==> config.mk <==
export PLATFORM = sky130hd
export DESIGN_NAME = rv_timer
export DESIGN_NICKNAME = d
export VERILOG_FILES = /design/src/rtl/rv_timer.sv
export SDC_FILE = /design/constraint.sdc
export NUM_CORES = 1
export LEC_CHECK = 0
export BUFFER_PORTS_ARGS = -buffer_cell sky130_fd_sc_hd__buf_2
export CAP_MARGIN = 20
export CORE_MARGIN = 2
export CORE_UTILIZATION = 59
export CTS_CLUSTER_SIZE = 28
export DETAILED_ROUTE_END_ITERATION = 16
export HOLD_SLACK_MARGIN = 0.08
export PLACE_DENSITY_LB_ADDON = 0.12
export SLEW_MARGIN = 20
export SYNTH_ARGS = -nofsm -noshare
export SYNTH_HDL_FRONTEND = slang
export SYNTH_SLANG_ARGS = --single-unit
==> constraint.sdc <==
create_clock -name clk -period 2.7 [get_ports clk]
set_clock_uncertainty 0.05 [all_clocks]
set_input_delay 0.54 -clock clk [delete_from_list [all_inputs] [get_ports clk]]
set_output_delay 0.54 -clock clk [all_outputs]
set_load 0.01 [all_outputs]
==> src/rtl/rv_timer.sv <==
// Memory-mapped timer/comparator with prescaler, one-shot/periodic modes and match interrupt.
// Optional PWM output and DUTY register are built only when RV_TIMER_PWM_EN is defined.
module rv_timer #(
    parameter int DIV_W = 16
) (
    input  logic        clk,
    input  logic        reset,
    input  logic [4:0]  adr,
    input  logic        cs,
    input  logic        rdy,
    input  logic [3:0]  we,
    input  logic        re,
    input  logic [31:0] dw,
    output logic [31:0] dr,
    output logic        irq,
    output logic        pwm
);

    localparam logic [2:0] A_CTRL  = 3'd0;
    localparam logic [2:0] A_PRESC = 3'd1;
    localparam logic [2:0] A_CMP   = 3'd2;
    localparam logic [2:0] A_COUNT = 3'd3;
    localparam logic [2:0] A_STAT  = 3'd4;
    localparam logic [2:0] A_DUTY  = 3'd5;

    function automatic logic [31:0] merge(input logic [31:0] old, input logic [31:0] nw,
                                          input logic [3:0] be);
        logic [31:0] r;
        for (int i = 0; i < 4; i++)
            r[8*i +: 8] = be[i] ? nw[8*i +: 8] : old[8*i +: 8];
        return r;
    endfunction

    logic [2:0]       ctrl;      // {IE, PERIODIC, EN}
    logic [DIV_W-1:0] presc;
    logic [DIV_W-1:0] pcnt;
    logic [31:0]      cmp;
    logic [31:0]      count;
    logic             match;
    logic [31:0]      rmux;
    logic [31:0]      wm;
    logic [2:0]       sel;
    logic             wr, rd, tick, hit;
    logic             unused_adr;

    assign sel        = adr[4:2];
    assign unused_adr = ^adr[1:0];
    assign wr         = cs & rdy & (|we);
    assign rd         = cs & rdy & re;
    assign tick       = ctrl[0] && (pcnt == presc);
    assign hit        = tick && (count == cmp);
    assign irq        = match & ctrl[2];

`ifdef RV_TIMER_PWM_EN
    logic [31:0] duty;
    logic        pwm_q;

    always_ff @(posedge clk) begin
        if (reset) begin
            duty  <= '0;
            pwm_q <= 1'b0;
        end else begin
            if (wr && sel == A_DUTY) duty <= wm;
            pwm_q <= ctrl[0] & (count < duty);
        end
    end

    assign pwm = pwm_q;
`else
    assign pwm = 1'b0;
`endif

    // Current value of the addressed register; feeds both the read port and byte-lane merge.
    always_comb begin
        rmux = '0;
        case (sel)
            A_CTRL:  rmux = {29'b0, ctrl};
            A_PRESC: rmux = 32'(presc);
            A_CMP:   rmux = cmp;
            A_COUNT: rmux = count;
            A_STAT:  rmux = {31'b0, match};
`ifdef RV_TIMER_PWM_EN
            A_DUTY:  rmux = duty;
`endif
            default: rmux = '0;
        endcase
    end

    assign wm = merge(rmux, dw, we);

    always_ff @(posedge clk) begin
        if (reset)                                    pcnt <= '0;
        else if (wr && (sel == A_PRESC || sel == A_CTRL)) pcnt <= '0;
        else if (!ctrl[0] || tick)                    pcnt <= '0;
        else                                          pcnt <= pcnt + 1'b1;
    end

    always_ff @(posedge clk) begin
        if (reset)                        ctrl    <= '0;
        else if (wr && sel == A_CTRL)     ctrl    <= wm[2:0];
        else if (hit && !ctrl[1])         ctrl[0] <= 1'b0;
    end

    always_ff @(posedge clk) begin
        if (reset) begin
            presc <= '0;
            cmp   <= '0;
        end else if (wr) begin
            if (sel == A_PRESC) presc <= wm[DIV_W-1:0];
            if (sel == A_CMP)   cmp   <= wm;
        end
    end

    // Software write beats the tick; one-shot holds COUNT on the matching value.
    always_ff @(posedge clk) begin
        if (reset)                     count <= '0;
        else if (wr && sel == A_COUNT) count <= wm;
        else if (tick) begin
            if (hit) begin
                if (ctrl[1]) count <= '0;
            end else begin
                count <= count + 32'd1;
            end
        end
    end

    // A new match outranks a simultaneous write-1-to-clear.
    always_ff @(posedge clk) begin
        if (reset)                                   match <= 1'b0;
        else if (hit)                                match <= 1'b1;
        else if (wr && sel == A_STAT && we[0] && dw[0]) match <= 1'b0;
    end

    always_ff @(posedge clk) begin
        if (reset)   dr <= '0;
        else if (rd) dr <= rmux;
    end

endmodule

# ---- Yosys cells after proc, flatten, opt, wreduce, memory -nomap -nowiden
# Cells that the tools add are included.
dict set report totals {
  reg_bits 132
  input_bits 46
  out_inout_bits 34
  word_cells 56
}
dict set report op_classes {
  add_sub_neg 2
  n_eq_ne 7
  muxes 13
  bitwise_logic 4
  n_reduce_logical 22
}
# cell n
set ops {}
lappend ops {{$pmux 32 s5} 1}
lappend ops {{$mux 32} 4}
lappend ops {{$add 32x1->32 const B} 1}
lappend ops {{$eq 32x32->1} 1}
lappend ops {{$mux 8} 4}
lappend ops {{$add 16x1->16 const B} 1}
lappend ops {{$eq 16x16->1} 1}
lappend ops {{$logic_and 1x1->1} 9}
lappend ops {{$eq 3x2->1 const B} 2}
lappend ops {{$reduce_and 2->1} 3}
lappend ops {{$reduce_bool 2->1} 3}
lappend ops {{$and 1x1->1} 4}
lappend ops {{$mux 1} 4}
lappend ops {{$reduce_or 4->1} 1}
lappend ops {{$eq 3x1->1 const B} 1}
lappend ops {{$eq 3x3->1 const B} 1}
lappend ops {{$logic_not 3->1} 1}
lappend ops {{$ne 3x2->1 const B} 1}
lappend ops {{$reduce_or 3->1} 1}
lappend ops {{$logic_not 1->1} 2}
lappend ops {{$logic_or 1x1->1} 2}

# ---- Logic depth before layout (Yosys ltp)
dict set report logic_depth {
  word_depth 7
  depth_mapped 9
}

# ---- Least setup slack after synthesis
# Ideal clock, no wire load.
dict set report synth_path {
  kind {input port to flip-flop}
  start {input port we[3]}
  end {register count[14]}
  arrival_ps 2163
  required_time_ps 2569
  slack_ps 406
  path_stages 8
  path_cell_list {buf_6 > or4_4 > nand4_2 > nand3_2 > a211oi_2 > buf_4 > nand2_1 > a41oi_1}
}
dict set report synth_between {
  elab_chain_cells 5
  word_cells_on_any_way 7
  classes_between {eq/ne (1); mux (1); bitwise (1); reduce/logical (4)}
}
# item line_no
set synth_rtl {}
lappend synth_rtl {{start: declaration} 11} ;# input logic [3:0] we,
lappend synth_rtl {{$reduce_or 4->1 *} 48} ;# assign wr = cs & rdy & (|we);
lappend synth_rtl {{$and 1x1->1 *} 48}
lappend synth_rtl {{$logic_and 1x1->1 *} 117} ;# else if (wr && sel == A_COUNT) count <= wm;
lappend synth_rtl {{$ne 3x2->1 (no line) / $reduce_bool 2->1 (equally long branches)} -}
lappend synth_rtl {{$reduce_and 2->1 (no line)} -}
lappend synth_rtl {{end signal: assignment} 117}
lappend synth_rtl {{end signal: assignment} 122} ;# count <= count + 32'd1;
lappend synth_rtl {{end: declaration} 38} ;# logic [31:0] count;
# Mark *: on every way between the ends. The rest lies on a longest branch, timed or not.
# A chain may end at the register's enable or synchronous reset.

# ---- Final worst setup path
dict set report layout_path {
  start {register cmp[13]}
  end {register count[23]}
}
dict set report layout_between {
  elab_chain_cells 5
  word_cells_on_any_way 7
  classes_between {eq/ne (2); mux (3); reduce/logical (2)}
}
# item line_no
set layout_rtl {}
lappend layout_rtl {{start: declaration} 37} ;# logic [31:0] cmp;
lappend layout_rtl {{start signal: assignment} 110} ;# if (sel == A_CMP) cmp <= wm;
lappend layout_rtl {{$eq 32x32->1 *} 51} ;# assign hit = tick && (count == cmp);
lappend layout_rtl {{$logic_and 1x1->1 *} 51}
lappend layout_rtl {{$mux 32} 119} ;# if (hit) begin
lappend layout_rtl {{$mux 32} 118} ;# else if (tick) begin
lappend layout_rtl {{$mux 32} 117}
# Mark *: on every way between the ends. The rest lies on a longest branch, timed or not. The select of a mux whose other input is x is not followed.

==> impl_results.md <==
* Final-stage net count at 1078
* Boundary pin count at 80
* Worst Min Path Start: dr[0]
* Min-delay worst type: flip-flop to flip-flop
* Gpl congestion at around 1.0
* Sw Share at 25.9%
* Minimum clock period at 2.47 ns
* Internal Power at 3.64 mW
* Static leakage at 3.74 nW
* Area added between synthesis and finish at 20.3%
* Synthesis-stage register bit count at between 100 and 150
* First-pass GRT wire length at about 38000 µm
* Most frequent cells in the layout: 140 x nor2_1, 132 x dfxtp_1, 97 x nand2_1
* Antenna viol nets, final at 0
* Multi-input gate area at 0.00438 mm²
* First drt pass iteration count at 7
* Die height at 116 µm
* DIE AREA at around 0.013 mm²
* Main area contributors after synthesis: dfxtp_1 36%, nor2_1 7.1%, xor2_1 6.5%, nand2_1 4.9%, a21oi_1 4.9%
* # clock sinks at 132
* Status: finished clean
* Max VDD drop at 402 µV
* Post-synth net total at 977
* Final max-slew violation count at 0
* Vias in the first global route at 6885
* Starting density of the core at about three fifths
* Fin crit share at 91.6%
* CP Data Required Time at ~3 ns
* Yosys top cell area share at 35.7%
* Slew @ Worst Pin at between 0.7 and 0.8 ns
* Commonest non-fill, non-tap cell in the layout: nor2_1
* # diodes at 0
* DP Worst Slack at approximately 0.21 ns
* Die span in x at 116 µm
* Arr. time, crit path at 2.78 ns
* Register Area at 0.00264 mm²
* Fin Setup TNS at 0 ns
* YS warnings at 0
* Avg Synthesized Cell Area at between 7 and 8 µm²
* Sequential power share at about two fifths
* Synth Instances at roughly 930
* Clock-pin slew on the worst setup and hold paths at 0.06 ns
* DR vias at 7590
* Worst-skew pair later-pin latency at 0.43 ns
* Post-CTS Setup Bufs at 0
* Logic pwr share at 11.2%
* Post-DP HPWL at 17900 µm
* Final WS setup at 0.226 ns
* Number of flops mapped to enable cells by yosys at 0
* Layout cells sized above 1 at a little over a fifth
* Final design utilization at 73.5%
* Max-Cap Viols at 0
* Core area at 0.0121 mm²
* Residual DRC at 0
* Total track usage at 36.8%
* Post-synthesis cell type count at 72
* Wire length per cell at 19.9 µm
* PostCTS Resize Cnt at 0
* Post-synthesis sequential area ratio at 35.7%
* Worst reg2reg startpoint: cmp[13]
* Crit end category: flip-flop
* Synth Flop Type: dfxtp_1
* Fmax at between 0.4 and 0.5 GHz
* Cell Rows at 40
* # fillers at 960
* Vias per cell at 6.27
* Power Density at 551 mW/mm²
* Setup crit start: cmp[13]
* CTS tree: yes
* Total gr overflow at 0
* Hold-fix buffers, CTS at 0
* Reg2reg setup slack at 0.23 ns
* CP max FO at 4
* Relative slew slack at 50.2%
* Final WL at about 24000 µm
* Antenna violations before repair at 0
* Clk pwr share at between 40% and 50%
* RSZ-0062 raised after global routing: false
* Post-synthesis async set-or-reset flop share at 0%
* Largest net degree at the start of global routing at 96
* PortBufs at 76
* Final Hold Fails at 0
* H-tree levels at 4
* Synth area leader: dfxtp_1
* TritonCTS Buffers at 17
* Finish-stage setup viols at 0
* Post-Syn Area at 0.00740 mm²
* DRT iter0 DRCs at 906
* Net Sw Power at roughly 1.3 mW
* Root Buffer: clkbuf_16
* Worst Setup Start Kind: flip-flop
* CTS max path bufs at 2
* Crit path kind: flip-flop to flip-flop
[stage by stage]
stage | hold slack, ns | power (mW) | instances | instance area [µm²]
floorplan | 0.401 | 2.36 | 929 | 7400
global placement | 0.389 | 2.57 | 1179 | 8300
detailed placement | 0.395 | 2.58 | 1179 | 8300
CTS | 0.403 | 4.90 | 1211 | 8910
global route | 0.431 | 5.04 | 1211 | 8910
finish | 0.402 | 4.91 | 1211 | 8910
[synthesized netlist by cell type (21+ instances only)]
library cell  number
xor2_1            55
nand3_1           26
a211oi_1          23
nor3_1            37
dfxtp_1          132
nand2_1           97
clkbuf_1          43
nor2_1           140
a21oi_1           72
buf_2             21
[state kept, by name, summed over array words and instances, names as in the netlist]
signal	cells
cmp	32
count	32
dr	32
pcnt	16
presc	16
ctrl	3
match	1
[per-layer routing]
metal / part of all wire (%) / GRT usage [%]
met4: 2.4 / 13.2
met1: 44 / 53.3
met2: 42 / 53.4
met3: 12 / 9.00
met5: 0 / 0
[critical path: stages, from the launching register on]
cell      delay, ns
dfxtp_1        0.34
xor2_1         0.19
nor4_1         0.46
buf_4          0.19
nand4_1        0.15
o311ai_2       0.43
nand2_1        0.26
buf_4          0.21
a21oi_1        0.13
[cells by family after synthesis]
| logic type | count (synthesis) | synth area share (%) |
|---|---|---|
| compound gates | 209 | 19.3 |
| xor+xnor | 68 | 8.04 |
| simple gates | 394 | 26.1 |
| mux | 35 | 5.32 |
| flops | 132 | 35.7 |
| other cells | 1 | 0.0506 |
| fa+ha+maj | 2 | 0.338 |
| buf+inv | 88 | 5.17 |
[power by group through the flow]
stage | Clock [mW] | Combinational (mW) | Sequential (mW)
floorplan | 0 | 0.318 | 2.04
global placement | 0 | 0.520 | 2.05
detailed placement | 0 | 0.530 | 2.05
CTS | 2.36 | 0.533 | 2.01
global route | 2.45 | 0.583 | 2.01
finish | 2.35 | 0.551 | 2.01
[final timing paths]
kind / to / depth (start not counted)
worst min-delay path: dr[0] / 2
worst max register to register: count[23] / 8
worst max-delay path: count[23] / 8
worst min register to register: dr[0] / 2
[area by class of cell]
class | instances | area share [%]
clock inverters | 11 | 1.39
inverters | 14 | 0.590
flip-flops and latches | 132 | 29.7
clock buffers | 21 | 5.39
repair buffers | 156 | 11.4
multi-input cells | 709 | 49.2
well taps | 168 | 2.36
Note: power is estimated with default switching activity, not from simulation.
